===== src/rtl/ysyx_ifu_fetch_resp_pkg.sv =====
// ----------------------------------------------------------------------------
// ysyx_ifu_fetch_resp_pkg
//   Shared definitions for the IFU fetch responder: AXI4 response and burst
//   codes, the fixed AR size for word fetches, the responder state encoding
//   and small decode helpers.
// ----------------------------------------------------------------------------
package ysyx_ifu_fetch_resp_pkg;

    localparam logic [1:0] AXI_RESP_OKAY   = 2'b00;
    localparam logic [1:0] AXI_RESP_EXOKAY = 2'b01;
    localparam logic [1:0] AXI_RESP_SLVERR = 2'b10;
    localparam logic [1:0] AXI_RESP_DECERR = 2'b11;

    localparam logic [1:0] AXI_BURST_INCR  = 2'b01;
    localparam logic [2:0] AXI_SIZE_WORD   = 3'b010;

    typedef enum logic [1:0] {
        FETCH_IDLE,
        FETCH_AR,
        FETCH_R,
        FETCH_DRAIN
    } fetch_state_e;

    // Anything other than OKAY is an access fault for a single-beat fetch;
    // EXOKAY is not a legal answer to a non-exclusive read.
    function automatic logic resp_is_error(input logic [1:0] resp);
        case (resp)
            AXI_RESP_OKAY:   return 1'b0;
            AXI_RESP_EXOKAY,
            AXI_RESP_SLVERR,
            AXI_RESP_DECERR: return 1'b1;
            default:         return 1'b1;
        endcase
    endfunction

    function automatic logic word_misaligned(input logic [1:0] addr_lo);
        return addr_lo != 2'b00;
    endfunction

endpackage


===== src/rtl/ysyx_ifu_fetch_resp_if.sv =====
// ----------------------------------------------------------------------------
// ysyx_ifu_fetch_resp_if
//   Bundles the IFU fetch request/response signals and the AXI4 AR/R channel
//   of the frontend memory port.
//   slave  : the fetch responder (drives out_* signals).
//   master : the IFU plus memory side (drives requests and R-channel beats).
// ----------------------------------------------------------------------------
interface ysyx_ifu_fetch_resp_if #(
    parameter int XLEN = 32
);
    // IFU side
    logic [XLEN-1:0] ifu_araddr;
    logic            ifu_arvalid;
    logic            ifu_required;
    logic [XLEN-1:0] out_ifu_rdata;
    logic            out_ifu_rvalid;
    logic            out_ifu_fault;
    // AXI AR channel
    logic            out_arvalid;
    logic            arready;
    logic [XLEN-1:0] out_araddr;
    logic [3:0]      out_arid;
    logic [7:0]      out_arlen;
    logic [2:0]      out_arsize;
    logic [1:0]      out_arburst;
    // AXI R channel
    logic            rvalid;
    logic            out_rready;
    logic [XLEN-1:0] rdata;
    logic [1:0]      rresp;
    logic            rlast;

    modport slave (
        input  ifu_araddr, ifu_arvalid, ifu_required,
        input  arready, rvalid, rdata, rresp, rlast,
        output out_ifu_rdata, out_ifu_rvalid, out_ifu_fault,
        output out_arvalid, out_araddr, out_arid, out_arlen, out_arsize,
        output out_arburst, out_rready
    );

    modport master (
        output ifu_araddr, ifu_arvalid, ifu_required,
        output arready, rvalid, rdata, rresp, rlast,
        input  out_ifu_rdata, out_ifu_rvalid, out_ifu_fault,
        input  out_arvalid, out_araddr, out_arid, out_arlen, out_arsize,
        input  out_arburst, out_rready
    );
endinterface


===== src/rtl/ysyx_ifu_fetch_resp.sv =====
// ----------------------------------------------------------------------------
// ysyx_ifu_fetch_resp
//   Accepts one word-fetch request at a time from the IFU, issues a single-beat
//   AXI4 read and returns the word as a one-cycle out_ifu_rvalid pulse
//   (out_ifu_fault qualifies it). Abandoned requests still consume their R
//   beat in DRAIN; misaligned addresses fault without any bus access.
//   Ports:
//     clock : rising-edge clock
//     reset : asynchronous active-low reset
//     bus   : IFU request/response + AXI AR/R channels (slave modport)
// ----------------------------------------------------------------------------
module ysyx_ifu_fetch_resp
    import ysyx_ifu_fetch_resp_pkg::*;
#(
    parameter int XLEN   = 32,
    parameter int AXI_ID = 0
) (
    input logic                  clock,
    input logic                  reset,
    ysyx_ifu_fetch_resp_if.slave bus
);

    fetch_state_e    state_q, state_d;
    logic [XLEN-1:0] araddr_q, araddr_d;
    logic [XLEN-1:0] rdata_q, rdata_d;
    logic            rvalid_q, rvalid_d;
    logic            fault_q, fault_d;
    logic            abort_q, abort_d;
    logic            accept;

    always_comb begin
        state_d  = state_q;
        araddr_d = araddr_q;
        rdata_d  = rdata_q;
        rvalid_d = 1'b0;
        fault_d  = 1'b0;
        abort_d  = abort_q;
        // The pulse cycle is a forced bubble: no accept while rvalid_q is high.
        accept   = bus.ifu_arvalid & bus.ifu_required & ~rvalid_q;

        case (state_q)
            FETCH_IDLE: begin
                if (accept) begin
                    araddr_d = bus.ifu_araddr;
                    abort_d  = 1'b0;
                    if (word_misaligned(bus.ifu_araddr[1:0])) begin
                        rvalid_d = 1'b1;
                        fault_d  = 1'b1;
                        rdata_d  = '0;
                    end else begin
                        state_d = FETCH_AR;
                    end
                end
            end
            FETCH_AR: begin
                // AR can never be retracted, so an abort seen here is only
                // remembered and acted on once the handshake completes.
                if (!bus.ifu_required) begin
                    abort_d = 1'b1;
                end
                if (bus.arready) begin
                    state_d = (bus.ifu_required && !abort_q) ? FETCH_R : FETCH_DRAIN;
                end
            end
            FETCH_R: begin
                if (bus.rvalid) begin
                    state_d = FETCH_IDLE;
                    if (bus.ifu_required) begin
                        rvalid_d = 1'b1;
                        rdata_d  = bus.rdata;
                        fault_d  = resp_is_error(bus.rresp) | ~bus.rlast;
                    end
                end else if (!bus.ifu_required) begin
                    state_d = FETCH_DRAIN;
                end
            end
            FETCH_DRAIN: begin
                if (bus.rvalid) begin
                    state_d = FETCH_IDLE;
                end
            end
            default: state_d = FETCH_IDLE;
        endcase
    end

    always_ff @(posedge clock or negedge reset) begin
        if (!reset) begin
            state_q  <= FETCH_IDLE;
            araddr_q <= '0;
            rdata_q  <= '0;
            rvalid_q <= 1'b0;
            fault_q  <= 1'b0;
            abort_q  <= 1'b0;
        end else begin
            state_q  <= state_d;
            araddr_q <= araddr_d;
            rdata_q  <= rdata_d;
            rvalid_q <= rvalid_d;
            fault_q  <= fault_d;
            abort_q  <= abort_d;
        end
    end

    // Handshake outputs decode straight from the state flop so that reset
    // drops them asynchronously.
    assign bus.out_arvalid    = (state_q == FETCH_AR);
    assign bus.out_rready     = (state_q == FETCH_R) || (state_q == FETCH_DRAIN);
    assign bus.out_araddr     = araddr_q;
    assign bus.out_arid       = 4'(AXI_ID);
    assign bus.out_arlen      = '0;
    assign bus.out_arsize     = AXI_SIZE_WORD;
    assign bus.out_arburst    = AXI_BURST_INCR;
    assign bus.out_ifu_rdata  = rdata_q;
    assign bus.out_ifu_rvalid = rvalid_q;
    assign bus.out_ifu_fault  = fault_q;

endmodule


===== src/flat_wrapper.sv =====
// flat-port wrapper written by rule: the top's interface ports become plain ports
module ysyx_ifu_fetch_resp_flat import ysyx_ifu_fetch_resp_pkg::*;
#(
    parameter int XLEN   = 32,
    parameter int AXI_ID = 0
)
  (clock, reset, bus_ifu_araddr, bus_ifu_arvalid, bus_ifu_required, bus_arready, bus_rvalid, bus_rdata, bus_rresp, bus_rlast, bus_out_ifu_rdata, bus_out_ifu_rvalid, bus_out_ifu_fault, bus_out_arvalid, bus_out_araddr, bus_out_arid, bus_out_arlen, bus_out_arsize, bus_out_arburst, bus_out_rready);
  ysyx_ifu_fetch_resp_if #(.XLEN(XLEN)) bus_i ();
  input logic clock;
  input logic reset;
  input wire logic [$bits(bus_i.ifu_araddr)-1:0] bus_ifu_araddr;
  input wire logic [$bits(bus_i.ifu_arvalid)-1:0] bus_ifu_arvalid;
  input wire logic [$bits(bus_i.ifu_required)-1:0] bus_ifu_required;
  input wire logic [$bits(bus_i.arready)-1:0] bus_arready;
  input wire logic [$bits(bus_i.rvalid)-1:0] bus_rvalid;
  input wire logic [$bits(bus_i.rdata)-1:0] bus_rdata;
  input wire logic [$bits(bus_i.rresp)-1:0] bus_rresp;
  input wire logic [$bits(bus_i.rlast)-1:0] bus_rlast;
  output wire logic [$bits(bus_i.out_ifu_rdata)-1:0] bus_out_ifu_rdata;
  output wire logic [$bits(bus_i.out_ifu_rvalid)-1:0] bus_out_ifu_rvalid;
  output wire logic [$bits(bus_i.out_ifu_fault)-1:0] bus_out_ifu_fault;
  output wire logic [$bits(bus_i.out_arvalid)-1:0] bus_out_arvalid;
  output wire logic [$bits(bus_i.out_araddr)-1:0] bus_out_araddr;
  output wire logic [$bits(bus_i.out_arid)-1:0] bus_out_arid;
  output wire logic [$bits(bus_i.out_arlen)-1:0] bus_out_arlen;
  output wire logic [$bits(bus_i.out_arsize)-1:0] bus_out_arsize;
  output wire logic [$bits(bus_i.out_arburst)-1:0] bus_out_arburst;
  output wire logic [$bits(bus_i.out_rready)-1:0] bus_out_rready;
  assign bus_i.ifu_araddr = bus_ifu_araddr;
  assign bus_i.ifu_arvalid = bus_ifu_arvalid;
  assign bus_i.ifu_required = bus_ifu_required;
  assign bus_i.arready = bus_arready;
  assign bus_i.rvalid = bus_rvalid;
  assign bus_i.rdata = bus_rdata;
  assign bus_i.rresp = bus_rresp;
  assign bus_i.rlast = bus_rlast;
  assign bus_out_ifu_rdata = bus_i.out_ifu_rdata;
  assign bus_out_ifu_rvalid = bus_i.out_ifu_rvalid;
  assign bus_out_ifu_fault = bus_i.out_ifu_fault;
  assign bus_out_arvalid = bus_i.out_arvalid;
  assign bus_out_araddr = bus_i.out_araddr;
  assign bus_out_arid = bus_i.out_arid;
  assign bus_out_arlen = bus_i.out_arlen;
  assign bus_out_arsize = bus_i.out_arsize;
  assign bus_out_arburst = bus_i.out_arburst;
  assign bus_out_rready = bus_i.out_rready;
  ysyx_ifu_fetch_resp #(.XLEN(XLEN), .AXI_ID(AXI_ID)) u_core (.clock(clock), .reset(reset), .bus(bus_i));
endmodule

===== config.mk =====
export PLATFORM = sky130hd
export DESIGN_NAME = ysyx_ifu_fetch_resp_flat
export DESIGN_NICKNAME = d
export VERILOG_FILES = /design/src/rtl/ysyx_ifu_fetch_resp_pkg.sv /design/src/rtl/ysyx_ifu_fetch_resp_if.sv /design/src/rtl/ysyx_ifu_fetch_resp.sv /design/src/flat_wrapper.sv
export SDC_FILE = /design/constraint.sdc
export NUM_CORES = 1
export LEC_CHECK = 0
export ABC_AREA = 1
export BUFFER_PORTS_ARGS = -buffer_cell sky130_fd_sc_hd__buf_2
export CELL_PAD_IN_SITES_DETAIL_PLACEMENT = 1
export CELL_PAD_IN_SITES_GLOBAL_PLACEMENT = 1
export CORE_UTILIZATION = 29
export DETAILED_ROUTE_END_ITERATION = 8
export GPL_TIMING_DRIVEN = 0
export PLACE_DENSITY = 0.83
export SYNTH_ARGS = -nofsm -noshare
export SYNTH_HDL_FRONTEND = slang
export SYNTH_SLANG_ARGS = --single-unit

===== constraint.sdc =====
create_clock -name clock -period 1.4 [get_ports clock]
set_clock_uncertainty 0.2 [all_clocks]
set_input_delay 0.28 -clock clock [delete_from_list [all_inputs] [get_ports clock]]
set_output_delay 0.28 -clock clock [all_outputs]
set_load 0.03 [all_outputs]

# Word level (Yosys, flattened, before mapping)

Cells that the tools add are included.

Latch bits: 0
Bits in registers: 69
Input bits: 73
Memories: 0
Bits in writable memories: 0
Bits in read-only memories: 0

Muxes and demuxes: 28
$lt $le $gt $ge: 0
Shift-type cells: 0
Reduce and logical (&&, ||, !) cells: 13
Multiply operators: 0
Equal/unequal tests: 15
Bitwise operators: 5
Add/sub/neg operators: 0
Divide/modulo/power cells: 0

Operators by type and width:

| kind                                                            | number |
|---|---|
| 32-bit 2-to-1 mux                                               | 4 |
| 32-bit one-hot mux with 2 select lines                          | 1 |
| 1-bit 2-to-1 mux                                                | 12 |
| 2-bit 2-to-1 mux                                                | 6 |
| 2-bit != test, second input constant                            | 6 |
| 5-bit AND reduction                                             | 2 |
| 2-bit == test, second input constant                            | 4 |
| 1-bit one-hot mux with 2 select lines                           | 4 |
| 2-bit one-hot mux with 4 select lines                           | 1 |
| 2-bit nonzero test                                              | 3 |
| 2-bit by 1-bit == test with 1-bit output, second input constant | 2 |
| 2-bit logical NOT                                               | 2 |
| 2-bit by 1-bit != test with 1-bit output, second input constant | 2 |
| 3-bit != test, second input constant                            | 1 |
| 3-bit AND reduction                                             | 1 |
| 3-bit OR reduction                                              | 1 |
| 1-bit bitwise AND                                               | 2 |
| 1-bit inverter                                                  | 2 |
| 2-bit AND reduction                                             | 1 |
| 1-bit logical AND                                               | 1 |
| 1-bit logical NOT                                               | 1 |
| 1-bit logical OR                                                | 1 |
| 1-bit OR                                                        | 1 |

# Logic depth before layout (Yosys ltp)

Depth in word-level cells: 10
Depth in mapped cells: 8

# Least setup slack after synthesis

OpenSTA, ideal clock, no wires.

Kind: flip-flop to flip-flop
From: register u_core.state_q[0]
To: register u_core.state_q[1]
Data required time: 1.133 ns
Setup time: 0.067 ns
Path slack: -0.105 ns
Arrival: 1.238 ns
Cell stages (with the launch flop): 7
Cell sequence: dfrtp_1 inv_1 nor2_1 inv_1 nand2_1 nand3_1 nand2_1

Cells in the longest elaborated chain, start to end: 3
Elaborated cells between the ends (all ways): 11
Classes of those cells: 8 x eq/ne; 1 x mux; 2 x reduce/logical

RTL lines:

| item                                         | RTL line                  | text |
|---|---|---|
| from (decl)                                  | ysyx_ifu_fetch_resp.sv:23 | `fetch_state_e state_q, state_d;` |
| from (signal assigned)                       | ysyx_ifu_fetch_resp.sv:95 | `state_q <= state_d;` |
| 2-bit by 1-bit == test with 1-bit output (*) | --                        |  |
| named net bus_out_arvalid                    | flat_wrapper.sv:22        | `output wire logic [$bits(bus_i.out_arvalid)-1:0] bus_out_arvalid;` |
| 2-bit != test (no line)                      | --                        |  |
| 5-bit AND reduction (no line)                | --                        |  |

Mark *: on every way through the listed nets, which the timed path passes. The rest lies on a longest branch.
A chain may end at the register's enable or synchronous reset.

# Worst setup path in the final report

From: register u_core.state_q[0]
To: output port bus_out_arvalid

Cells in the longest elaborated chain, start to end: 1

RTL lines:

| item                                     | RTL line                   | text |
|---|---|---|
| 2-bit by 1-bit == test with 1-bit output | ysyx_ifu_fetch_resp.sv:106 | `assign bus.out_arvalid = (state_q == FETCH_AR);` |
| to (decl)                                | flat_wrapper.sv:22         |  |

Every way passes these cells.

==> impl_metrics.csv <==
group,metric,value,unit
worst_setup_path,timing.critical_path.slowest_cell_delay,0.46,ns
worst_setup_path,reg2reg_to,"u_core.bus.out_araddr[8]",
synthesis,post_synth_instance_area,3180,sq um
synthesis,syn_avg_cell_area,7.89,sq um
global_routing,maximum_number_of_pins_on_one_net_before_global_route_repair,70,
cells_and_area,area.growth.synth_to_final,78.6,%
worst_setup_path,type_of_the_worst_setup_path,"reg2out",
synthesis,post-synth-top-count-cell,"nand2_1",
route,final_antenna_net_count,0,
die,io-pin-count,158,
worst_setup_path,r2r-start,"u_core.state_q[1]",
die,die_y,107,microns
synthesis,yosysTopAreaCellShare,54.3,%
synthesis,synth.yosys.seq_area_share,54.3,%
cells_and_area,antenna_cells,0,
sta,final_critical_path_setup_slack,-0.220,ns
die,die-area,11400,sq um
sta,slew_violations,0,
sta,finalCritPeriodShare,116,%
global_routing,grt_overflow_total,0,
sta,min_period,1.62,ns
synthesis,synth.cells.most_frequent,"nand2_1 (166), dfrtp_1 (69), inv_1 (42)",
hold_path,hold-path-cell-count,5,
status,violations,"setup timing",
worst_setup_path,startpoint_class,"register",
global_routing,grt_pass1_wl,18.1,mm
sta,rsz0062_at_grt,"true",
sta,report.final.hold_viol_count,0,
sta,fmax,617,MHz
route,first_iter_violations,158,
worst_setup_path,critPathTopFamily,"flip-flops",
global_routing,grt_pass1_vias,3739,
worst_setup_path,critical_path_buf_inv_count,2,
worst_setup_path,cp_data_arrival_time,1.14,ns
die,fp-row-count,37,
pwr,power_density,2070,nW/um^2
sta,finalSetupViolations,70,
route,detailedRoute.firstPassIterationCount,4,
synthesis,synthFlopType,"dfrtp_1",
synthesis,synth_edf_count,0,
sta,setup_tns,-8.39,ns
worst_setup_path,timing.critical_path.to,"bus_out_arvalid",
die,start_util,30.4,%
cells_and_area,layout_nets,718,
status,outcome,"finished with violations",
cells_and_area,layout-drive-gt1-share,39.7,%
hold_path,path_class_of_the_lowest_slack_min_delay_path,"in2reg",
worst_setup_path,setup.worst_path.end_class,"output pin",
route,detail_route.wirelength,12.2,mm
clocking,cts_num_sinks,69,
job,maxCapViolCount,0,
worst_setup_path,critPathSlowestCell,"dfrtp_2",
clocking,tritoncts_clock_tree,"done",
synthesis,synth.area.top_cells,"dfrtp_1 (54%), nand2_1 (20%), nand3_1 (5.5%)",
clocking,cts.clk_slew.worst_paths,0.08,ns
worst_setup_path,worstSetupPathDepth,3,
placed_design,routabilityCongestion,0.715,
pwr,post-layout-total-power,0.0117,W
worst_setup_path,crit_path_max_fanout,5,
synthesis,synth.largest_area_cell,"dfrtp_1",
placed_design,io_buffers,140,
synthesis,synth_async_sr_flop_share,100,%
synthesis,number_of_instances_in_the_synthesized_netlist,403,
synthesis,synth.lib_cells_used.distinct,21,
die,core_area,10500,sq um
pwr,power.leakage,3.31,nW
worst_setup_path,critPathRequiredTime,0.92,ns
worst_setup_path,crit_start,"u_core.state_q[0]",
cells_and_area,layout.filler_cells,1225,
pwr,peakVddDrop,0.892,mV
route,total_vias_in_the_final_route,3469,
clocking,clockRootBuffer,"clkbuf_8",
die,die_w,107,microns
worst_setup_path,r2r.worst_path.cells,6,
clocking,worst_skew_pair.late_latency,0.34,ns
synthesis,synth_seq_cells,69,
clocking,clock_tree.htree_level_count,3,
placed_design,dp_hpwl,6.89,mm
route,wl_per_cell,15.5,microns
clocking,clock_tree.buffer_depth,2,
global_routing,grt_use_total,20.3,%
clocking,cts_buf_count,9,
global_routing,antenna_found_initial,0,
synthesis,synth.yosys.warnings,0,
route,drc_errors,0,
worst_setup_path,rrSetupSlack,-0.19,ns
route,vias_per_inst,4.41,
worst_setup_path,path_cells,"inv_2 -> nor2_4 -> buf_6",
-- worst min-delay path, stage by stage --
cell and delay [ns]:
buf_2 0.09, inv_1 0.04, nor2_1 0.04, nand2_1 0.05
nand2_1 0.04
-- cell usage in the layout (no fill, tap or decap) --
master | netlist | routed
dfrtp_1 | 69 | 66
o22ai_1 | 1 | 1
conb_1 | 2 | 17
inv_4 | 0 | 1
nand3b_1 | 1 | 1
o31ai_1 | 1 | 1
nand2_1 | 166 | 158
nor2_1 | 37 | 35
dlygate4sd3_1 | 0 | 34
nor2_8 | 1 | 1
nor2_4 | 0 | 3
nand3_1 | 35 | 35
nor3b_1 | 1 | 1
bufinv_16 | 0 | 4
nand3_4 | 0 | 2
clkbuf_8 | 0 | 11
o21ai_0 | 2 | 2
buf_16 | 0 | 1
inv_6 | 0 | 1
nand2_8 | 0 | 2
o211ai_1 | 1 | 1
dfrtp_2 | 0 | 3
buf_8 | 0 | 4
nand2_4 | 2 | 3
clkbuf_2 | 0 | 1
buf_6 | 0 | 69
inv_2 | 2 | 4
buf_4 | 20 | 69
buf_2 | 9 | 73
clkbuf_16 | 0 | 1
o21ai_1 | 1 | 1
nand2_2 | 0 | 5
inv_1 | 42 | 39
-- timing repair --
item / 4_1_cts / 5_1_grt
endpoints found under the setup margin: 122 / 131
gates resized for setup: 118 / 79
buffers inserted: 20 / 21
pin swaps: 3 / 2
endpoints found under the hold margin: 101 / 0
gates cloned: 0 / 1
hold buffers: 34 / 0
-- where the power goes --
group          internal, W  switching [W]  leakage (nW)
clock              0.00147       0.000804         0.140
combinational      0.00270        0.00340          2.27
sequential         0.00274       0.000634         0.903
total              0.00691        0.00484          3.31
-- registers in the layout, summed over array words and instances, names as in the netlist --
register and count:
u_core.bus.out_araddr 32, u_core.bus.out_ifu_rdata 32, u_core.state_q 2, u_core.abort_q 1
u_core.bus.out_ifu_fault 1, u_core.bus.out_ifu_rvalid 1
-- final cells by class --
type / instances / area [sq um] / share of cell area [%]
timing repair buffer: 217 / 1820 / 32.1
sequential: 69 / 1730 / 30.5
multi-input combinational: 269 / 1210 / 21.3
buffer: 35 / 299 / 5.27
tap: 136 / 170 / 3.00
inverter: 44 / 168 / 2.95
clock buffer: 11 / 151 / 2.67
clock inverter: 5 / 129 / 2.27
-- cell families after synthesis --
logic type | synth area share, %
flops | 54.3
buf+inv | 12.2
simple gates | 32.1
compound gates | 1.14
other cells | 0.236
-- stage by stage --
step / cell area [sq um] / util [%] / hold WS [ns] / worst slack, ns / cells
after CTS: 5280 / 50.4 / 0.0110 / -0.212 / 764
final: 5680 / 54.2 / 0.0262 / -0.220 / 786
after floorplan: 3260 / - / -0.216 / -0.0428 / 418
after global placement: 4130 / 39.5 / 0.248 / -0.704 / 694
after global routing: 5680 / 54.2 / 0.0259 / -0.290 / 786
after detailed placement: 4160 / 39.8 / 0.125 / -0.400 / 695
-- worst min-delay path by stage --
stage | from | endpoint | slack [ns]
after CTS | bus_ifu_araddr[1] | u_core.bus.out_araddr[1] | 0.01
after floorplan | reset | u_core.abort_q | -0.22
after detailed placement | reset | u_core.bus.out_araddr[27] | 0.13
final | bus_rdata[30] | u_core.bus.out_ifu_rdata[30] | 0.03
after global placement | u_core.bus.out_araddr[8] | u_core.bus.out_araddr[8] | 0.25
after global routing | bus_rdata[17] | u_core.bus.out_ifu_rdata[17] | 0.03
-- per-layer routing --
metal  track usage, %  wire (microns)
met5                0               0
met2             37.7            6300
met1             22.7            4840
met4             6.56             299
met3             4.98             745
Note: power is estimated with default switching activity, not from simulation.
